### src/rtl/regfile_writeback_queue.sv
// In-order writeback queue feeding the 32x64 register file write port, with a pending-write
// scoreboard. Define FWD_EN to add two combinational lookup ports that forward queued data.
module regfile_writeback_queue #(
  parameter int unsigned DEPTH = 4,
  parameter int unsigned PTR_W = 2,
  parameter int unsigned CNT_W = 3
) (
  input  logic              clock,
  input  logic              reset,
  input  logic              in_valid,
  output logic              in_ready,
  input  logic [4:0]        in_dest,
  input  logic [63:0]       in_data,
  input  logic              hold,
`ifdef FWD_EN
  input  logic [4:0]        fwd_a_sel,
  input  logic [4:0]        fwd_b_sel,
  output logic              fwd_a_hit,
  output logic              fwd_b_hit,
  output logic [63:0]       fwd_a_data,
  output logic [63:0]       fwd_b_data,
`endif
  output logic              rf_write,
  output logic [4:0]        rf_select,
  output logic [63:0]       rf_data,
  output logic [31:0]       pending,
  output logic [CNT_W-1:0]  count,
  output logic              busy
);

  logic [4:0]       mem_dest_q [DEPTH];
  logic [4:0]       mem_dest_d [DEPTH];
  logic [63:0]      mem_data_q [DEPTH];
  logic [63:0]      mem_data_d [DEPTH];
  logic [PTR_W-1:0] wr_ptr_q, wr_ptr_d;
  logic [PTR_W-1:0] rd_ptr_q, rd_ptr_d;
  logic [CNT_W-1:0] count_q, count_d;
  logic [DEPTH-1:0] entry_valid;
  logic             accept, push, pop;

  assign in_ready = (count_q != CNT_W'(DEPTH));
  assign accept   = in_valid & in_ready;
  // Register 31 is hardwired zero: complete the handshake but drop the request.
  assign push     = accept & (in_dest != 5'd31);
  assign busy     = (count_q != '0);
  assign rf_write = busy & ~hold;
  assign pop      = rf_write;
  assign count    = count_q;

  always_comb begin
    rf_select = '0;
    rf_data   = '0;
    if (busy) begin
      rf_select = mem_dest_q[rd_ptr_q];
      rf_data   = mem_data_q[rd_ptr_q];
    end
  end

  // An entry is live when its distance from the head is below the occupancy.
  always_comb begin
    logic [PTR_W-1:0] age;
    entry_valid = '0;
    pending     = '0;
    for (int i = 0; i < DEPTH; i++) begin
      age            = PTR_W'(i) - rd_ptr_q;
      entry_valid[i] = CNT_W'(age) < count_q;
      if (entry_valid[i]) pending[mem_dest_q[i]] = 1'b1;
    end
    pending[31] = 1'b0;
  end

  always_comb begin
    mem_dest_d = mem_dest_q;
    mem_data_d = mem_data_q;
    wr_ptr_d   = wr_ptr_q;
    rd_ptr_d   = rd_ptr_q;
    count_d    = count_q;
    if (push) begin
      mem_dest_d[wr_ptr_q] = in_dest;
      mem_data_d[wr_ptr_q] = in_data;
      wr_ptr_d             = wr_ptr_q + PTR_W'(1);
    end
    if (pop) rd_ptr_d = rd_ptr_q + PTR_W'(1);
    unique case ({push, pop})
      2'b10:   count_d = count_q + CNT_W'(1);
      2'b01:   count_d = count_q - CNT_W'(1);
      default: count_d = count_q;
    endcase
  end

  always_ff @(posedge clock or negedge reset) begin
    if (!reset) begin
      for (int i = 0; i < DEPTH; i++) begin
        mem_dest_q[i] <= '0;
        mem_data_q[i] <= '0;
      end
      wr_ptr_q <= '0;
      rd_ptr_q <= '0;
      count_q  <= '0;
    end else begin
      mem_dest_q <= mem_dest_d;
      mem_data_q <= mem_data_d;
      wr_ptr_q   <= wr_ptr_d;
      rd_ptr_q   <= rd_ptr_d;
      count_q    <= count_d;
    end
  end

`ifdef FWD_EN
  // Walk oldest to youngest so the last match is the youngest writer.
  function automatic logic [64:0] lookup(input logic [4:0] sel);
    logic [PTR_W-1:0] idx;
    logic [64:0]      res;
    res = '0;
    for (int k = 0; k < DEPTH; k++) begin
      idx = rd_ptr_q + PTR_W'(k);
      if ((CNT_W'(k) < count_q) && (mem_dest_q[idx] == sel) && (sel != 5'd31)) begin
        res = {1'b1, mem_data_q[idx]};
      end
    end
    return res;
  endfunction

  always_comb begin
    {fwd_a_hit, fwd_a_data} = lookup(fwd_a_sel);
    {fwd_b_hit, fwd_b_data} = lookup(fwd_b_sel);
  end
`endif

endmodule

### config.mk
export PLATFORM = sky130hd
export DESIGN_NAME = regfile_writeback_queue
export DESIGN_NICKNAME = d
export VERILOG_FILES = /design/src/rtl/regfile_writeback_queue.sv
export SDC_FILE = /design/constraint.sdc
export NUM_CORES = 1
export LEC_CHECK = 0
export ABC_AREA = 1
export CELL_PAD_IN_SITES_DETAIL_PLACEMENT = 2
export CELL_PAD_IN_SITES_GLOBAL_PLACEMENT = 2
export CORE_MARGIN = 2
export CORE_UTILIZATION = 32
export DETAILED_ROUTE_END_ITERATION = 16
export HOLD_SLACK_MARGIN = 0.05
export PLACE_DENSITY = 0.77
export SKIP_CTS_REPAIR_TIMING = 1
export SLEW_MARGIN = 30
export SYNTH_ARGS = -nofsm -noshare
export SYNTH_HDL_FRONTEND = slang
export SYNTH_SLANG_ARGS = --single-unit
### constraint.sdc
create_clock -name clock -period 2.8 [get_ports clock]
set_input_delay 0.28 -clock clock [delete_from_list [all_inputs] [get_ports clock]]
set_output_delay 0.28 -clock clock [all_outputs]
set_load 0.1 [all_outputs]
=== After elaboration in Yosys (flattened, before gate mapping) ===
Index checks and enable logic that the tools add are counted.

* $add $sub $neg: 8
* Order comparisons: 15
* Equal/unequal tests: 4
* Multiplexer cells: 27
* Bitwise logic cells: 9
* Reductions and logical operators: 7

{| class="wikitable"
|+ Operator list
! operator !! count
|-
| $bwmux 256 || 1
|-
| $mux 64 || 4
|-
| $bmux 64 s2 || 1
|-
| $demux 64 s2 || 1
|-
| $mux 31 || 4
|-
| $or 31x31->31 || 3
|-
| $lt 5x6->1 const B || 4
|-
| $bwmux 20 || 1
|-
| $demux 1 s5 || 4
|-
| $ge 5x1->1 const B || 4
|-
| $mux 5 || 4
|-
| $lt 2x3->1 || 4
|-
| $bmux 5 s2 || 1
|-
| $demux 5 s2 || 1
|-
| $ge 3x3->1 const B || 2
|-
| $not 2->3 || 2
|-
| $pmux 3 s2 || 1
|-
| $logic_and 1x1->1 || 5
|-
| $ne 5x5->1 const B || 1
|-
| $add 2x1->2 const B || 2
|-
| $mux 1 || 4
|-
| $sub 1x2->2 const A || 2
|-
| $sub 2x2->2 const A || 2
|-
| $add 3x1->3 const B || 1
|-
| 9 further kinds || 11
|}

* Register bits: 283
* Input bits: 73
* Output and inout bits: 107
* Word-level logic and storage cells: 81

=== Longest topological paths before layout ===
* Word-level depth: 11
* Gate-level depth with buffers: 16
* Depth with buffers taken out: 13

=== Worst setup path after synthesis ===
No wires, ideal clock.

* Kind: reg2reg
* Start: register count_q[0] (netlist: count[0])
* End: register count_q[2] (netlist: count[2])
* Arrival time: 3.988 ns
* Data required time: 2.669 ns
* Setup slack: -1.319 ns
* Stages on the path, launching flop included: 11
* Buffers on the path: 0
* Clock period less this slack: 4.119 ns
* Path through: dfrtp_1 -> nor2_1 -> nand2_1 -> inv_1 -> nor2_1 -> ha_1 -> inv_1 -> fa_1 -> a21oi_1 -> o21ai_0 -> xor2_1

* Elaborated cells between the ends (all ways): 11
* Classes of those cells: add/sub: 2; eq/ne: 3; mux: 1; bitwise: 3; reduce/logical: 2

{| class="wikitable"
|+ RTL lines
! item !! line !! text
|-
| start, declared || 37 || <nowiki>logic [CNT_W-1:0] count_q, count_d;</nowiki>
|-
| start signal, assigned || 105 || <nowiki>count_q <= count_d;</nowiki>
|-
| $reduce_bool 3->1 * || 45 || <nowiki>assign busy = (count_q != '0);</nowiki>
|-
| $and 1x1->1 * || 46 || <nowiki>assign rf_write = busy & ~hold;</nowiki>
|-
| net rf_write || 23 || <nowiki>output logic rf_write,</nowiki>
|-
| $eq 2x1->1 / $eq 2x2->1 (equally long branches) || 84 || <nowiki>unique case ({push, pop})</nowiki>
|-
| $pmux 3 s2 / $reduce_bool 2->1 (equally long branches) || - ||
|}

The timed path passes the listed nets; every way through them passes the cells marked *.
A chain may end at the register's enable or synchronous reset.

=== Worst setup path after layout ===
* Start: register rd_ptr_q[0]
* End: output pending[21]

* Word-level cells in the longest chain between the ends: 9
* Elaborated cells between the ends (all ways): 15
* Classes of those cells: add/sub: 4; order compare: 4; mux: 4; bitwise: 3

{| class="wikitable"
|+ Ends and longest elaborated chain
! item !! line !! text
|-
| start, declared || 36 || <nowiki>logic [PTR_W-1:0] rd_ptr_q, rd_ptr_d;</nowiki>
|-
| start signal, assigned || 104 || <nowiki>rd_ptr_q <= rd_ptr_d;</nowiki>
|-
| $sub 1x2->2 || 65 || <nowiki>age = PTR_W'(i) - rd_ptr_q;</nowiki>
|-
| $lt 2x3->1 || 66 || <nowiki>entry_valid[i] = CNT_W'(age) < count_q;</nowiki>
|-
| $mux 31 || 67 || <nowiki>if (entry_valid[i]) pending[mem_dest_q[i]] = 1'b1;</nowiki>
|-
| $or 31x31->31 (no source line) || - ||
|-
| $mux 31 || 67 ||
|-
| $or 31x31->31 (no source line) || - ||
|-
| $mux 31 || 67 ||
|-
| $or 31x31->31 (no source line) || - ||
|-
| $mux 31 * || 67 ||
|-
| end, declared || 26 || <nowiki>output logic [31:0] pending,</nowiki>
|}

Every way passes the cells marked *; elsewhere a longest branch is shown, timed or not.

==> impl_metrics.csv <==
group,metric,value,unit
status,status,"complete, but fails checks",
status,violations,"setup timing",
worst_setup_path,cp.arrival,2.65,ns
cells_and_area,area_growth,34.53,%
grt,grt_max_degree,175,
cells_and_area,regArea,7096,um2
grt,met2_usage,47.01,%
yosys,seq_area_frac_synth,44.86,%
worst_setup_path,crit_fanout,8,
timing,rsz0062_at_grt,"yes",
grt,gr-usage-all-layers,26.86,%
timing,fin_ws,-0.1318,ns
grt,grt_pass1_vias,18300,
routing,drc,0,
yosys,yosys_register_bits,283,
floorplanning,start_util,32.32,%
placed_design,dp_slack,0.2151,ns
cells_and_area,nets,2382,
routing,drtPass1Iterations,5,
cells_and_area,multi_input_area,8054,um2
job,maxCapViolCount,0,
routing,vias,16780,
timing,hold_slack,0.3338,ns
cells_and_area,layout_commonest_cell,"nand2_1",
grt,grt_first_pass_wirelength,107000,um
timing,slew_viol_final,0,
routing,ant_nets,0,
yosys,syn_area_per_cell,7.216,um2
clock_network,cts_tree,"yes",
clock_network,cts_root_buf,"clkbuf_16",
floorplanning,coreArea,48850,um2
yosys,synth-adder-area-share,0.8401,%
clock_network,h-tree-depth,2,
yosys,netlist_area,15790,um2
worst_setup_path,cp_top_family,"simple AND/OR/NAND/NOR gates",
worst_setup_path,path_depth,15,
grt,use_met3,3.656,%
timing,worst_slew_pin_slew,0.9535,ns
yosys,yosys.area.top_type,"dfrtp_1",
placed_design,hpwl,40690,um
yosys,synth_top_family_by_area,"simple AND/OR/NAND/NOR gates",
clock_network,clkTransAtPathRegs,0.06,ns
grt,grt_use_met1,34.65,%
timing,hold_viol,0,
floorplanning,die_height,226.1,um
placed_design,gp_congestion,0.8102,
floorplanning,ios,180,
timing,relSlewSlack,36.43,%
cells_and_area,fillers,5477,
worst_setup_path,crit_path_max_incr_delay,0.41,ns
cells_and_area,layout_common_cells,"nand2_1, nand4_1, dfrtp_1",
yosys,synthMuxAreaShare,0,%
yosys,ys_types,24,
yosys,synthTopCellsByArea,"dfrtp_1, nand2_1, nand4_1",
grt,grt-busiest-layer,"met2",
floorplanning,die_w,226.1,um
worst_setup_path,path_buf_inv,6,
timing,skew,0.01611,ns
yosys,yosysTopAreaCellShare,44.86,%
worst_setup_path,critPathKind,"reg2out",
placed_design,placed_area,19420,um2
worst_setup_path,worst_setup_path_start_kind,"register",
floorplanning,placementRows,81,
yosys,synthXorXnorAreaFrac,0.1664,%
worst_setup_path,path_cells,"inv_4, nor2_4, inv_4, nand2_4, inv_4, ha_4, inv_2, nor2_1, nand2_1, nand2_4, buf_12, nor2_1, nor2_1, nand2_1, buf_12",
worst_setup_path,reg2reg_to,"count[1]",
clock_network,clkSinkCount,283,
timing,finalCriticalPeriod,2.932,ns
clock_network,numCtsBuffers,35,
timing,setup_viol,31,
clock_network,clk_latency,0.55,ns
worst_setup_path,end_kind,"output pin",
clock_network,clk_path_buf_depth,3,
yosys,synth-simple-area-share,47.05,%
grt,grt_overflow,0,
yosys,yosysWarnings,0,
yosys,syn_inst,2188,
cells_and_area,drive_gt1_share,14.19,%
routing,routed_wl,70820,um
worst_setup_path,cp.required,2.52,ns
yosys,synth_compound_area_share,0.6023,%
hold_path,hold_class,"in2async",
worst_setup_path,ff2ff_setup_slack,0.26,ns
timing,fin_crit_sh,104.7,%
routing,wl_per_cell,23.68,um
floorplanning,die-area,51130,um2
worst_setup_path,worst_r2r_path_depth,9,
timing,fmax,0.3411,GHz
worst_setup_path,crit_slowest_cell,"dfrtp_2",
cells_and_area,fin_area,21240,um2
routing,drt_iter0_drc,1154,
placed_design,io_buffers,178,
worst_setup_path,reg2reg_from,"count[1]",
yosys,synth_nets,2271,
grt,antenna_found_initial,4,
routing,viasPerCell,5.611,
-- registers in the layout, indices dropped and copies added, names as in the netlist --
register	flops
mem_data_q	256
rd_ptr_q	2
count	3
mem_dest_q	20
wr_ptr_q	2
-- per-stage QoR --
| step | setup TNS, ns | instances | utilization [%] |
|---|---|---|---|
| after floorplan | 0 | 2188 | - |
| after global placement | 0 | 2902 | 39.74 |
| after detailed placement | 0 | 2902 | 39.75 |
| after CTS | -23.50 | 2965 | 42.19 |
| after global routing | -7.118 | 2989 | 43.47 |
| final | -2.291 | 2990 | 43.48 |
-- routing by layer --
metal	up-vias	routed length [um]	part of all wire, %
li1	7528	-	-
met1	8737	30870	44
met2	401	35610	50
met3	105	2805	4.0
met4	6	1488	2.1
met5	-	36	0.051
-- logic make-up after synthesis --
logic type | Yosys count
buffers and inverters | 224
adders and majority gates | 10
and+or+nand+nor | 1652
AOI/OAI and AO/OA | 15
other | 1
DFF | 283
xor gates and xnor gates | 3
-- worst max path at each step --
| stage | start | endpoint | slack (ns) |
|---|---|---|---|
| floorplan | rd_ptr_q[0] | rf_select[2] | 0.005 |
| global placement | rd_ptr_q[1] | pending[23] | 0.30 |
| detailed placement | rd_ptr_q[0] | pending[26] | 0.22 |
| CTS | rd_ptr_q[0] | pending[23] | -0.42 |
| global route | rd_ptr_q[0] | pending[24] | -0.26 |
| finish | rd_ptr_q[0] | pending[21] | -0.13 |
-- synth_stat cells --
cell	count
a21boi_4	1
buf_6	1
nor2_2	1
nand3_1	166
nand3_2	1
clkbuf_1	87
inv_1	36
ha_1	9
buf_4	28
buf_2	53
fa_1	1
o22ai_1	5
xnor2_1	1
and2_1	64
nor2_1	236
xor2_1	2
conb_1	1
inv_2	1
nand4_1	340
buf_1	18
o21ai_0	8
a21oi_1	1
nand2_1	844
dfrtp_1	283
-- area by class of cell --
cell class / instances / share of cell area [%]
antenna: 1 / 0.01178
clock buffer: 53 / 4.919
clock inverter: 10 / 0.6775
inverter: 37 / 0.7069
multi-input combinational: 1681 / 37.92
sequential: 283 / 33.41
tap: 664 / 3.912
timing repair buffer: 261 / 18.44
Power is left out: the tool's default activity adds up to more than one toggle a clock period on the data nets, which glitch-free logic cannot reach.
